===== src/rtl/adder_pkg.sv =====
// Shared types for the serial arithmetic blocks.
// The three-state sequencing enum is common to every bit-serial unit.
package adder_pkg;

  typedef enum logic [1:0] {
    IDLE = 2'd0,
    RUN  = 2'd1,
    DONE = 2'd2
  } sadd_state_t;

endpackage


===== src/rtl/one_bit_fulladder.sv =====
// Single-bit full adder; the only arithmetic cell in the serial adder.
module one_bit_fulladder (
  input  logic A,
  input  logic B,
  input  logic cin,
  output logic S,
  output logic cout
);

  assign S    = A ^ B ^ cin;
  assign cout = (A & B) | (cin & (A ^ B));

endmodule


===== src/rtl/bit_serial_adder.sv =====
// WIDTH-bit adder that streams operands LSB-first through one full adder,
// one bit per clock, and presents the reassembled sum in parallel.
module bit_serial_adder
  import adder_pkg::*;
#(
  parameter int WIDTH = 8
) (
  input  logic             clk,
  input  logic             rst_n,
  input  logic             start,
  input  logic [WIDTH-1:0] a,
  input  logic [WIDTH-1:0] b,
  input  logic             cin,
  output logic             busy,
  output logic             done,
  output logic [WIDTH-1:0] sum,
  output logic             cout
);

  localparam int CNT_W = $clog2(WIDTH);
  localparam logic [CNT_W-1:0] LAST_BIT = CNT_W'(WIDTH - 1);

  sadd_state_t      state_q;
  logic [WIDTH-1:0] a_sh_q;
  logic [WIDTH-1:0] b_sh_q;
  logic [WIDTH-1:0] sum_sh_q;
  logic [WIDTH-1:0] sum_sh_d;
  logic             carry_q;
  logic [CNT_W-1:0] cnt_q;
  logic             busy_q;
  logic             done_q;
  logic [WIDTH-1:0] sum_q;
  logic             cout_q;
  logic             fa_s;
  logic             fa_cout;

  one_bit_fulladder u_fa (
    .S    (fa_s),
    .cout (fa_cout),
    .A    (a_sh_q[0]),
    .B    (b_sh_q[0]),
    .cin  (carry_q)
  );

  // The freshly computed bit enters at the MSB so the LSB lands at bit 0
  // after WIDTH shifts.
  assign sum_sh_d = {fa_s, sum_sh_q[WIDTH-1:1]};

  // NOTE: every state element uses non-blocking assignment so all registers
  // sample the same pre-edge values; the reset branch clears datapath
  // registers too, so an aborted run leaves nothing stale behind.
  always_ff @(posedge clk) begin
    if (!rst_n) begin
      state_q  <= IDLE;
      a_sh_q   <= '0;
      b_sh_q   <= '0;
      sum_sh_q <= '0;
      carry_q  <= 1'b0;
      cnt_q    <= '0;
      busy_q   <= 1'b0;
      done_q   <= 1'b0;
      sum_q    <= '0;
      cout_q   <= 1'b0;
    end else begin
      done_q <= 1'b0;
      case (state_q)
        IDLE, DONE: begin
          if (start) begin
            a_sh_q  <= a;
            b_sh_q  <= b;
            carry_q <= cin;
            cnt_q   <= '0;
            busy_q  <= 1'b1;
            state_q <= RUN;
          end else begin
            state_q <= IDLE;
          end
        end
        RUN: begin
          a_sh_q   <= a_sh_q >> 1;
          b_sh_q   <= b_sh_q >> 1;
          sum_sh_q <= sum_sh_d;
          carry_q  <= fa_cout;
          cnt_q    <= cnt_q + 1'b1;
          // Final bit goes straight to the outputs from the adder itself.
          if (cnt_q == LAST_BIT) begin
            sum_q   <= sum_sh_d;
            cout_q  <= fa_cout;
            busy_q  <= 1'b0;
            done_q  <= 1'b1;
            state_q <= DONE;
          end
        end
        default: begin
          busy_q  <= 1'b0;
          state_q <= IDLE;
        end
      endcase
    end
  end

  assign busy = busy_q;
  assign done = done_q;
  assign sum  = sum_q;
  assign cout = cout_q;

endmodule

===== config.mk =====
export PLATFORM = sky130hd
export DESIGN_NAME = bit_serial_adder
export DESIGN_NICKNAME = d
export VERILOG_FILES = /design/src/rtl/adder_pkg.sv /design/src/rtl/one_bit_fulladder.sv /design/src/rtl/bit_serial_adder.sv
export SDC_FILE = /design/constraint.sdc
export NUM_CORES = 1
export LEC_CHECK = 0
export CORE_UTILIZATION = 30
export CTS_CLUSTER_DIAMETER = 40
export DETAILED_ROUTE_END_ITERATION = 6
export GPL_TIMING_DRIVEN = 0
export HOLD_SLACK_MARGIN = 0.05
export MAX_ROUTING_LAYER = met4
export PLACE_DENSITY = 0.5
export SLEW_MARGIN = 5
export SYNTH_ARGS = -nofsm -noshare
export SYNTH_HDL_FRONTEND = slang
export SYNTH_HIERARCHICAL = 1
export SYNTH_SLANG_ARGS = --single-unit

===== constraint.sdc =====
create_clock -name clk -period 1.25 [get_ports clk]
set_input_delay 0.375 -clock clk [delete_from_list [all_inputs] [get_ports clk]]
set_output_delay 0.375 -clock clk [all_outputs]
set_load 0.02 [all_outputs]

# Word level (Yosys, flattened, before mapping)
# Cells that the tools add are included.
# word_totals
output_inout_bits	11
word_cells	43
inputBits	20
ff_bits	41
# op_classes
bitwise_logic	5
n_addsub	1
n_mux	15
eq_ne	5
reduce_logical	7
# op_table
operator	n
one-hot mux 8 bit (2 select lines)	2
2-to-1 mux 8 bit	2
AND reduction 2 bit	4
one-hot mux 3 bit (2 select lines)	1
2-to-1 mux 1 bit	5
!= test 2 bit (second input constant)	2
one-hot mux 1 bit (2 select lines)	2
one-hot mux 2 bit (2 select lines)	1
adder 3 x 1 -> 3 bit (second input constant)	1
equality test 3 bit (second input constant)	1
2-to-1 mux 3 bit	1
bitwise AND 1 bit	2
equality test 2 x 1 -> 1 bit (second input constant)	1
equality test 2 bit (second input constant)	1
zero test 2 bit	1
2-to-1 mux 2 bit	1
nonzero test 2 bit	1
OR reduction 2 bit	1
XOR 1 bit	2
bitwise OR 1 bit	1

# Longest topological paths before layout
# Gate-level depths: netlist of the first run.
# depth
ltp_word	4
ltp_mapped	5
depth_no_buf	5

# Cells and area by module
# Netlist of the first run, hierarchy kept.
# by_module_without_submodules
mod	seq_area_each_um2	cells_each	n_inst	area_each_um2
bit_serial_adder	800.8	193	1	1600.3
one_bit_fulladder	0.0	1	1	20.0

# Least setup slack after synthesis of the first run
# No wires, ideal clock.
# synth_path
path_type	reg2reg
from	register cnt_q[0]
to	register sum_q[0] (netlist: sum[0])
stages_incl_launch_ff	6
slack_ps	50
path_buffers	1
setup_time_ps	70
synth_period_minus_slack_ps	1200
t_arrival_ps	1130
cell_sequence	dfxtp_1 ha_1 ha_1 clkbuf_1 nand3_1 a21boi_1
# synth_via
elab_chain_cells	2
# synth_lines
item	line	rtl
from (decl)	bit_serial_adder.sv:29	logic [CNT_W-1:0] cnt_q;
from (signal assigned)	bit_serial_adder.sv:84	cnt_q <= cnt_q + 1'b1;
equality test 3 bit	bit_serial_adder.sv:86	if (cnt_q == LAST_BIT) begin
AND reduction 2 bit (no line)	n/a	
to (signal assigned)	bit_serial_adder.sv:87	sum_q <= sum_sh_d;
to (decl)	bit_serial_adder.sv:32	logic [WIDTH-1:0] sum_q;
# No other way between the ends.
# A chain may end at the register's enable or synchronous reset.

# Final worst setup path of the first run
# layout_path
from	register cnt_q[0]
to	register sum_q[4] (netlist: sum[4])
# The elaborated chain is that of the path after synthesis.

==> results of run 1 <==
-- cells in the mapped netlist, drive strengths merged --
cell type	count
nand2	57
dfxtp	40
a21boi	20
o21ai	17
a31oi	15
nand3	13
buf	11
clkbuf	5
and3	3
nor2b	3
ha	2
nand2b	2
a21oi	1
and2	1
fa	1
nand3b	1
nor2	1
o21a	1
-- placed cells by master, fill, tap and decap left out, types with 2 or more instances in the layout --
cell type and instances:
clkbuf_4 5, clkinv_2 2, nand2_1 56, clkbuf_1 4
a21boi_1 18, buf_4 6, clkbuf_8 6, buf_6 2
nand2b_1 2, clkdlybuf4s50_1 17, nand3_1 13, a21boi_2 2
and3_1 3, nor2b_1 2, buf_2 13, a31oi_1 15
dfxtp_1 38, ha_4 2, o21ai_1 16
-- worst min-delay path: stages, from the launching register on --
cell      delay, ns
dfxtp_1        0.31
nand2_1        0.05
a21boi_1       0.05
-- metrics by stage --
step	power, uW	TNS [ns]	utilization
finish	2620	0	0.421
global route	2770	-0.0658	0.421
CTS	2640	0	0.404
detailed placement	1740	-8.87	0.389
global placement	1730	-8.29	0.389
floorplan	1610	0	-
-- cell type report --
cell class	count	area share
timing repair buffer	34	0.136
clock buffer	6	0.0382
clock inverter	2	0.00462
buffer	16	0.0526
sequential	40	0.372
tap	70	0.0405
multi-input combinational	138	0.356
-- sequential cells by signal, summed over array words and instances, names as in the netlist --
signal,cells
carry_q,1
sum_sh_q,7
b_sh_q,8
busy,1
state_q,2
cnt_q,3
cout,1
sum,8
done,1
a_sh_q,8
-- layer usage --
layer	wire, um	global-route usage	vias up
li1	-	-	738
met1	1970	0.195	668
met2	1740	0.229	44
met3	162	0.0331	5
met4	40	0.0556	0
met5	0	-	-
-- cell families (layout without fill, tap and decap cells) --
logic type / Yosys count / in the layout / synth area share
adder cells (fa/ha/maj): 3 / 3 / 0.0278
AO/OA/AOI/OAI: 54 / 54 / 0.211
buffers and inverters: 16 / 58 / 0.0533
flip-flops: 40 / 40 / 0.494
AND/OR/NAND/NOR: 81 / 81 / 0.214
-- repair_timing --
item | 4_1_cts | 5_1_grt
setup buffers | 3 | 0
setup endpoints to repair | 32 | 27
resized for setup | 47 | 21
pin swaps | 0 | 11
hold buffers | 0 | 0
cloned | 0 | 2
-- worst max path at each step --
stage | to | depth (start not counted)
floorplan | sum[0]$_SDFFE_PN0P_ | 5
global placement | b_sh_q[3]$_SDFFE_PN0P_ | 6
detailed placement | b_sh_q[3]$_SDFFE_PN0P_ | 6
CTS | sum[0]$_SDFFE_PN0P_ | 6
global route | sum[0]$_SDFFE_PN0P_ | 6
finish | sum[4]$_SDFFE_PN0P_ | 6
-- power by group --
| group | leakage [uW] | switching, uW | total, uW | internal [uW] |
|---|---|---|---|---|
| Clock | 0.0000510 | 444 | 885 | 441 |
| Combinational | 0.000453 | 180 | 361 | 181 |
| Sequential | 0.000328 | 40.0 | 1380 | 1340 |
==> impl_metrics.env, run 1 <==
export IMPL_status="complete, no violations"
export IMPL_max_freq_mhz=835
export IMPL_stdcell_area_sq_mm=0.00216
export IMPL_start_kind="register"
export IMPL_placement_rows=26
export IMPL_hold_path_depth=2
export IMPL_grt_first_pass_wirelength_um=6110
export IMPL_path_common_cell="ha_4"
export IMPL_finalHoldViolCount=0
export IMPL_place_congestion=0.716
export IMPL_ys_seq_elements=40
export IMPL_setup_slack_ns=0.0528
export IMPL_hold_class="register to register"
export IMPL_drc=0
export IMPL_core_area_sq_mm=0.00514
export IMPL_final_cells=306
export IMPL_grt_pass1_vias=1261
export IMPL_dpl_hpwl_um=2560
export IMPL_vias=1455
export IMPL_drtAntennaViolNets=0
export IMPL_dpl_cell_count=293
export IMPL_clk_pin_slew_worst_paths_ns=0.07
export IMPL_cts_buffers=5
export IMPL_synth_top_area_share=0.494
export IMPL_synth_nets=217
export IMPL_grt_antenna_before_repair=0
export IMPL_crit_family="flip-flops"
export IMPL_path_buf_inv=1
export IMPL_required_ns=1.47
export IMPL_power_density_mw_per_mm2=1210
export IMPL_cts_sinks=40
export IMPL_clock_tree_buffer_depth=2
export IMPL_multi_input_area_sq_um=771
export IMPL_initial_utilization=0.315
export IMPL_wl_um=3910
export IMPL_holdWs_ns=0.446
export IMPL_grt_max_degree=13
export IMPL_reg2reg_slack_ns=0.05
export IMPL_slew_viol_final=0
export IMPL_critPathMaxStageDelay_ns=0.36
export IMPL_fill_cells=575
export IMPL_globalRouteTotalUtil=0.150
export IMPL_rsz0062_at_grt="true"
export IMPL_relSlewSlack=0.678
export IMPL_drive_gt1_frac=0.186
export IMPL_synthCells=194
export IMPL_rr_worst_depth=6
export IMPL_routedWlPerCell_um=12.8
export IMPL_crit_start="cnt_q[0]$_SDFFE_PN0P_"
export IMPL_avgSynthCellArea_sq_um=8.35
export IMPL_clk_latency_ns=0.29
export IMPL_seq_area_sq_um=806
export IMPL_firstDrtPassIters=4
export IMPL_cts_htree_levels=2
export IMPL_nNetsFinal=258
export IMPL_synth_cell_types=20
export IMPL_dieArea_sq_mm=0.00570
export IMPL_ir_drop_uv=460
export IMPL_max_cap_violations=0
export IMPL_dieHeight_um=75.5
export IMPL_avgViaCountPerCell=4.75
export IMPL_die_x_um=75.5
export IMPL_dp_worst_setup_slack_ns=-0.394
export IMPL_crit_path_max_fanout=5
export IMPL_place_port_buffers=29
export IMPL_fin_crit_ns=1.20
export IMPL_cp_slowest_cell="dfxtp_4"
export IMPL_placed_area_sq_mm=0.00200
export IMPL_arrival_ns=1.42
export IMPL_antenna_cells=0
export IMPL_leakagePower_uw=0.000832
export IMPL_synth_top_area_cell="dfxtp_1"
export IMPL_holdPathEnd="sum[5]$_SDFFE_PN0P_"
export IMPL_tightestPinTransition_ns=0.482
export IMPL_cts_root_buffer_cell="clkbuf_8"
export IMPL_crit_chain="ha_4, ha_4, nand3b_1, buf_2, nand2_1, a21boi_1"
export IMPL_regToRegEndpoint="sum[4]$_SDFFE_PN0P_"
export IMPL_critPathKind="register to register"
export IMPL_setup_violations_final=0
export IMPL_worstHoldStart="sum[5]$_SDFFE_PN0P_"
export IMPL_finalCritPeriodShare=0.958
export IMPL_synthesis_area_sq_mm=0.00162
export IMPL_r2r_start="cnt_q[0]$_SDFFE_PN0P_"
export IMPL_yosys_warnings=6
export IMPL_yosysSeqAreaShare=0.494
export IMPL_synth_area_leaders="dfxtp_1, nand2_1, a21boi_1, a31oi_1, o21ai_1"
export IMPL_first_iter_violations=123
export IMPL_crit_path_end_kind="register"
export IMPL_top_level_ports=31
export IMPL_fin_skew_ns=0.00622
export IMPL_area_growth_pct=33.6
export IMPL_overflow=0
export IMPL_cts_tree="yes"
No activity file was read; power rests on OpenSTA's default activity.
==> inputs of run 2 (changes only) <==
--- a/config.mk
+++ b/config.mk
@@ -9,9 +9,8 @@
 export CTS_CLUSTER_DIAMETER = 40
 export DETAILED_ROUTE_END_ITERATION = 6
-export GPL_TIMING_DRIVEN = 0
+export GPL_TIMING_DRIVEN = 1
 export HOLD_SLACK_MARGIN = 0.05
 export MAX_ROUTING_LAYER = met4
 export PLACE_DENSITY = 0.5
-export SLEW_MARGIN = 5
 export SYNTH_ARGS = -nofsm -noshare
 export SYNTH_HDL_FRONTEND = slang
==> constraint.sdc (replaced) <==
create_clock -name clk -period 1.25 [get_ports clk]
set_input_delay 0.125 -clock clk [delete_from_list [all_inputs] [get_ports clk]]
set_output_delay 0.125 -clock clk [all_outputs]
set_load 0.02 [all_outputs]
==> impl_metrics.env, run 2 (synthesis gave the netlist of run 1 again) <==
export IMPL_cts_root_buffer_cell="clkbuf_8"
export IMPL_cts_sinks=40
export IMPL_top_level_ports=31
export IMPL_max_cap_violations=0
export IMPL_place_port_buffers=30
export IMPL_overflow=0
export IMPL_max_freq_mhz=848
export IMPL_setup_slack_ns=0.0709
export IMPL_core_area_sq_mm=0.00514
export IMPL_fin_skew_ns=0.00756
export IMPL_initial_utilization=0.315
export IMPL_area_growth_pct=35.1
export IMPL_antenna_cells=0
export IMPL_dieArea_sq_mm=0.00570
export IMPL_relSlewSlack=0.831
export IMPL_rsz0062_at_grt="true"
export IMPL_grt_antenna_before_repair=0
export IMPL_crit_chain="ha_4, ha_4, nand3b_1, buf_6, nand2_1, a21boi_1"
export IMPL_final_cell_mix="nand2_1, dfxtp_1, a21boi_1"
export IMPL_cts_htree_levels=2
export IMPL_drc=0
export IMPL_path_common_cell="ha_4"
export IMPL_leakagePower_uw=0.000846
export IMPL_crit_path_end_kind="register"
export IMPL_dpl_hpwl_um=2240
export IMPL_wl_um=3340
export IMPL_placement_rows=26
export IMPL_globalRouteTotalUtil=0.135
export IMPL_ir_drop_uv=790
export IMPL_finalCritPeriodShare=0.943
export IMPL_dpl_cell_count=291
export IMPL_avgViaCountPerCell=4.65
export IMPL_firstDrtPassIters=4
export IMPL_tightestPinTransition_ns=0.254
export IMPL_critPathMaxStageDelay_ns=0.34
export IMPL_grt_max_degree=41
export IMPL_critPathKind="register to register"
export IMPL_vias=1394
export IMPL_crit_path_max_fanout=5
export IMPL_cts_buffers=5
export IMPL_place_congestion=0.675
export IMPL_drive_gt1_frac=0.117
export IMPL_dp_worst_setup_slack_ns=-0.0394
export IMPL_fin_crit_ns=1.18
export IMPL_drtAntennaViolNets=0
export IMPL_die_x_um=75.5
export IMPL_nNetsFinal=252
export IMPL_setup_violations_final=0
export IMPL_final_cells=300
export IMPL_hold_class="primary input to register"
export IMPL_fill_cells=559
export IMPL_start_kind="register"
export IMPL_arrival_ns=1.41
export IMPL_power_density_mw_per_mm2=1270
export IMPL_grt_first_pass_wirelength_um=5530
export IMPL_required_ns=1.48
export IMPL_clk_latency_ns=0.29
export IMPL_routedWlPerCell_um=11.1
export IMPL_cp_slowest_cell="dfxtp_2"
export IMPL_clock_tree_buffer_depth=2
export IMPL_dieHeight_um=75.5
export IMPL_mostFrequentLayoutCell="nand2_1"
export IMPL_finalHoldViolCount=0
export IMPL_first_iter_violations=76
export IMPL_reg2reg_slack_ns=0.07
export IMPL_clk_pin_slew_worst_paths_ns=0.08
export IMPL_status="complete, no violations"
export IMPL_grt_pass1_vias=1281
export IMPL_cts_tree="yes"
export IMPL_slew_viol_final=0
-- run 2: cell types whose count changed in the layout (fill, tap and decap cells not counted), sizes merged --
cell	change
clkinvlp	+1
buf	-8
clkinv	-2
bufinv	+1
clkbuf	-11
clkdlybuf4s50	+2
inv	+1
dlymetal6s2s	-1
dlygate4sd2	+11
-- run 2: where the power goes --
part / switching, uW / internal (uW) / total (uW)
registers: 38.1 / 1340 / 1380
clock network: 470 / 601 / 1070
logic: 164 / 170 / 334
total: 671 / 2110 / 2780
-- run 2: worst paths after layout --
kind                                            start                     end  cells after the start
worst max-delay path            cnt_q[0]$_SDFFE_PN0P_       cout$_SDFFE_PN0P_                      6
worst min-delay path                             b[7]  b_sh_q[7]$_SDFFE_PN0P_                      3
worst max register to register  cnt_q[0]$_SDFFE_PN0P_       cout$_SDFFE_PN0P_                      6
worst min register to register    sum[4]$_SDFFE_PN0P_     sum[4]$_SDFFE_PN0P_                      2
-- run 2: metal layers --
metal,track usage,part of all wire,up-vias
met5,-,0,-
met4,0.0494,0.0093,0
met3,0.0357,0.040,4
met2,0.223,0.47,33
met1,0.157,0.48,626
li1,-,-,731
-- run 2: repair_timing --
item | in CTS | in global routing
setup buffers | 0 | 1
resized for setup | 12 | 8
endpoints found under the setup margin | 20 | 9
endpoints found under the hold margin | 0 | 0
pin swaps | 0 | 4
hold buffers | 0 | 0
-- run 2: per-stage QoR --
stage / setup TNS, ns / hold WS, ns / utilization / power [uW] / instance area (sq um)
3_3_place_gp: -0.245 / 0.440 / 0.398 / 1740 / 2040
4_1_cts: -0.00645 / 0.371 / 0.418 / 2820 / 2150
6_report: 0 / 0.382 / 0.426 / 2780 / 2190
5_1_grt: -0.00336 / 0.387 / 0.426 / 2930 / 2190
2_1_floorplan: 0 / 0.260 / - / 1610 / 1620
3_5_place_dp: -0.487 / 0.445 / 0.398 / 1740 / 2040
-- run 2: critical path, delay by kind of cell (launching register included) --
| kind | cells | cell delay (ns) |
|---|---|---|
| adder cells (fa/ha/maj) | 2 | 0.32 |
| flip-flops | 1 | 0.34 |
| AND/OR/NAND/NOR | 2 | 0.19 |
| AO/OA/AOI/OAI | 1 | 0.13 |
| buffers and inverters | 1 | 0.14 |
-- run 2: area by class of cell --
class	instances	area (sq um)	area share
Clock buffer	5	68.8	0.0314
Clock inverter	3	46.3	0.0211
Multi-Input combinational cell	138	758	0.346
Sequential cell	40	805	0.367
Tap cell	70	87.6	0.0400
Timing Repair Buffer	44	424	0.194
==> inputs of run 3 (changes only) <==
Settings changed: GPL_TIMING_DRIVEN 1 to not set, PLACE_DENSITY 0.5 to 0.59.
==> impl_metrics.env, run 3 (synthesis gave the netlist of run 1 again) <==
export IMPL_area_growth_pct=34.1
export IMPL_place_congestion=0.736
export IMPL_crit_start="cnt_q[1]$_SDFFE_PN0P_"
export IMPL_drc=0
export IMPL_top_level_ports=31
export IMPL_dieArea_sq_mm=0.00570
export IMPL_die_x_um=75.5
export IMPL_placement_rows=26
export IMPL_multi_input_area_sq_um=761
export IMPL_mostFrequentLayoutCell="nand2_1"
export IMPL_worstHoldStart="b[7]"
export IMPL_max_freq_mhz=852
export IMPL_grt_pass1_vias=1186
export IMPL_clk_pin_slew_worst_paths_ns=0.08
export IMPL_dieHeight_um=75.5
export IMPL_setup_violations_final=0
export IMPL_holdWs_ns=0.385
export IMPL_cts_htree_levels=2
export IMPL_globalRouteTotalUtil=0.130
export IMPL_firstDrtPassIters=4
export IMPL_fin_skew_ns=0.00598
export IMPL_place_port_buffers=30
export IMPL_overflow=0
export IMPL_arrival_ns=1.40
export IMPL_start_kind="register"
export IMPL_cts_tree="yes"
export IMPL_cts_buffers=5
export IMPL_first_iter_violations=117
export IMPL_cts_sinks=40
export IMPL_max_cap_violations=0
export IMPL_power_density_mw_per_mm2=1260
export IMPL_fill_cells=549
export IMPL_seq_area_sq_um=802
export IMPL_final_cells=298
export IMPL_routedWlPerCell_um=10.6
export IMPL_slew_viol_final=0
export IMPL_cts_root_buffer_cell="clkbuf_8"
export IMPL_initial_utilization=0.315
export IMPL_utilization=0.423
export IMPL_r2r_start="cnt_q[1]$_SDFFE_PN0P_"
export IMPL_required_ns=1.47
export IMPL_dpl_cell_count=290
export IMPL_cts_setup_buffers=0
export IMPL_fin_crit_ns=1.17
export IMPL_relSlewSlack=0.860
export IMPL_grt_antenna_before_repair=0
export IMPL_dpl_hpwl_um=2070
export IMPL_finalCritPeriodShare=0.939
export IMPL_crit_path_max_fanout=5
export IMPL_drive_gt1_frac=0.101
export IMPL_final_cell_mix="nand2_1, dfxtp_1, a21boi_1"
export IMPL_grt_max_degree=41
export IMPL_crit_path_end_kind="register"
export IMPL_critPathKind="register to register"
export IMPL_finalHoldViolCount=0
export IMPL_clock_tree_buffer_depth=2
export IMPL_core_area_sq_mm=0.00514
export IMPL_tightestPinTransition_ns=0.211
export IMPL_antenna_cells=0
export IMPL_wl_um=3170
export IMPL_cts_hold_buf=0
export IMPL_clk_latency_ns=0.28
export IMPL_ir_drop_uv=480
export IMPL_nNetsFinal=250
export IMPL_hold_class="primary input to register"
export IMPL_status="complete, no violations"
export IMPL_drtAntennaViolNets=0
export IMPL_avgViaCountPerCell=4.58
export IMPL_vias=1364
export IMPL_rsz0062_at_grt="false"
export IMPL_grt_first_pass_wirelength_um=5440
export IMPL_leakagePower_uw=0.000837
-- run 3: cell type report --
cell class | count | share of cell area
clock buffer | 6 | 0.0334
sequential | 40 | 0.369
timing repair buffer | 42 | 0.191
tap | 70 | 0.0403
clock inverter | 2 | 0.0161
multi-input combinational | 138 | 0.350
-- run 3: per-layer routing --
metal,wire [um],vias up,global-route usage
li1,-,725,-
met1,1610,598,0.166
met2,1370,39,0.192
met3,177,2,0.0437
met4,20,0,0.0432
met5,0,-,-
-- run 3: report_power, final --
| group | total, uW | internal [uW] | switching, uW | leakage (uW) |
|---|---|---|---|---|
| combinational | 332 | 168 | 164 | 0.000455 |
| sequential | 1380 | 1340 | 38.2 | 0.000327 |
| clock | 1020 | 592 | 429 | 0.0000552 |
| total | 2730 | 2100 | 631 | 0.000837 |
-- run 3: per-stage QoR --
| stage | TNS, ns | power [uW] | instance area [sq um] | setup WS (ns) |
|---|---|---|---|---|
| finish | 0 | 2730 | 2170 | 0.0764 |
| detailed placement | -0.474 | 1740 | 2050 | -0.0508 |
| floorplan | 0 | 1610 | 1620 | 0.0501 |
| CTS | 0 | 2760 | 2150 | 0.00520 |
| global route | 0 | 2880 | 2170 | 0.00336 |
| global placement | -0.0996 | 1740 | 2050 | -0.0166 |
-- run 3: worst paths after layout --
| kind | slack (ns) | endpoint | depth (start not counted) |
|---|---|---|---|
| max reg2reg | 0.08 | busy$_SDFFE_PN0P_ | 6 |
| min reg2reg | 0.45 | sum[3]$_SDFFE_PN0P_ | 2 |
| max | 0.08 | busy$_SDFFE_PN0P_ | 6 |
| min | 0.39 | b_sh_q[7]$_SDFFE_PN0P_ | 3 |
-- run 3: timing repair --
action                                  in CTS  in global routing
cloned                                       0                  0
endpoints found under the setup margin      21                 11
resized for setup                           12                  5
pin swaps                                    0                  0
-- run 3: worst max-delay path, stage by stage, from the launching register on --
cell and delay (ns):
dfxtp_1 0.34, ha_4 0.17, ha_4 0.17, buf_4 0.13, o21ai_0 0.14, a21oi_1 0.08
nor2b_1 0.10
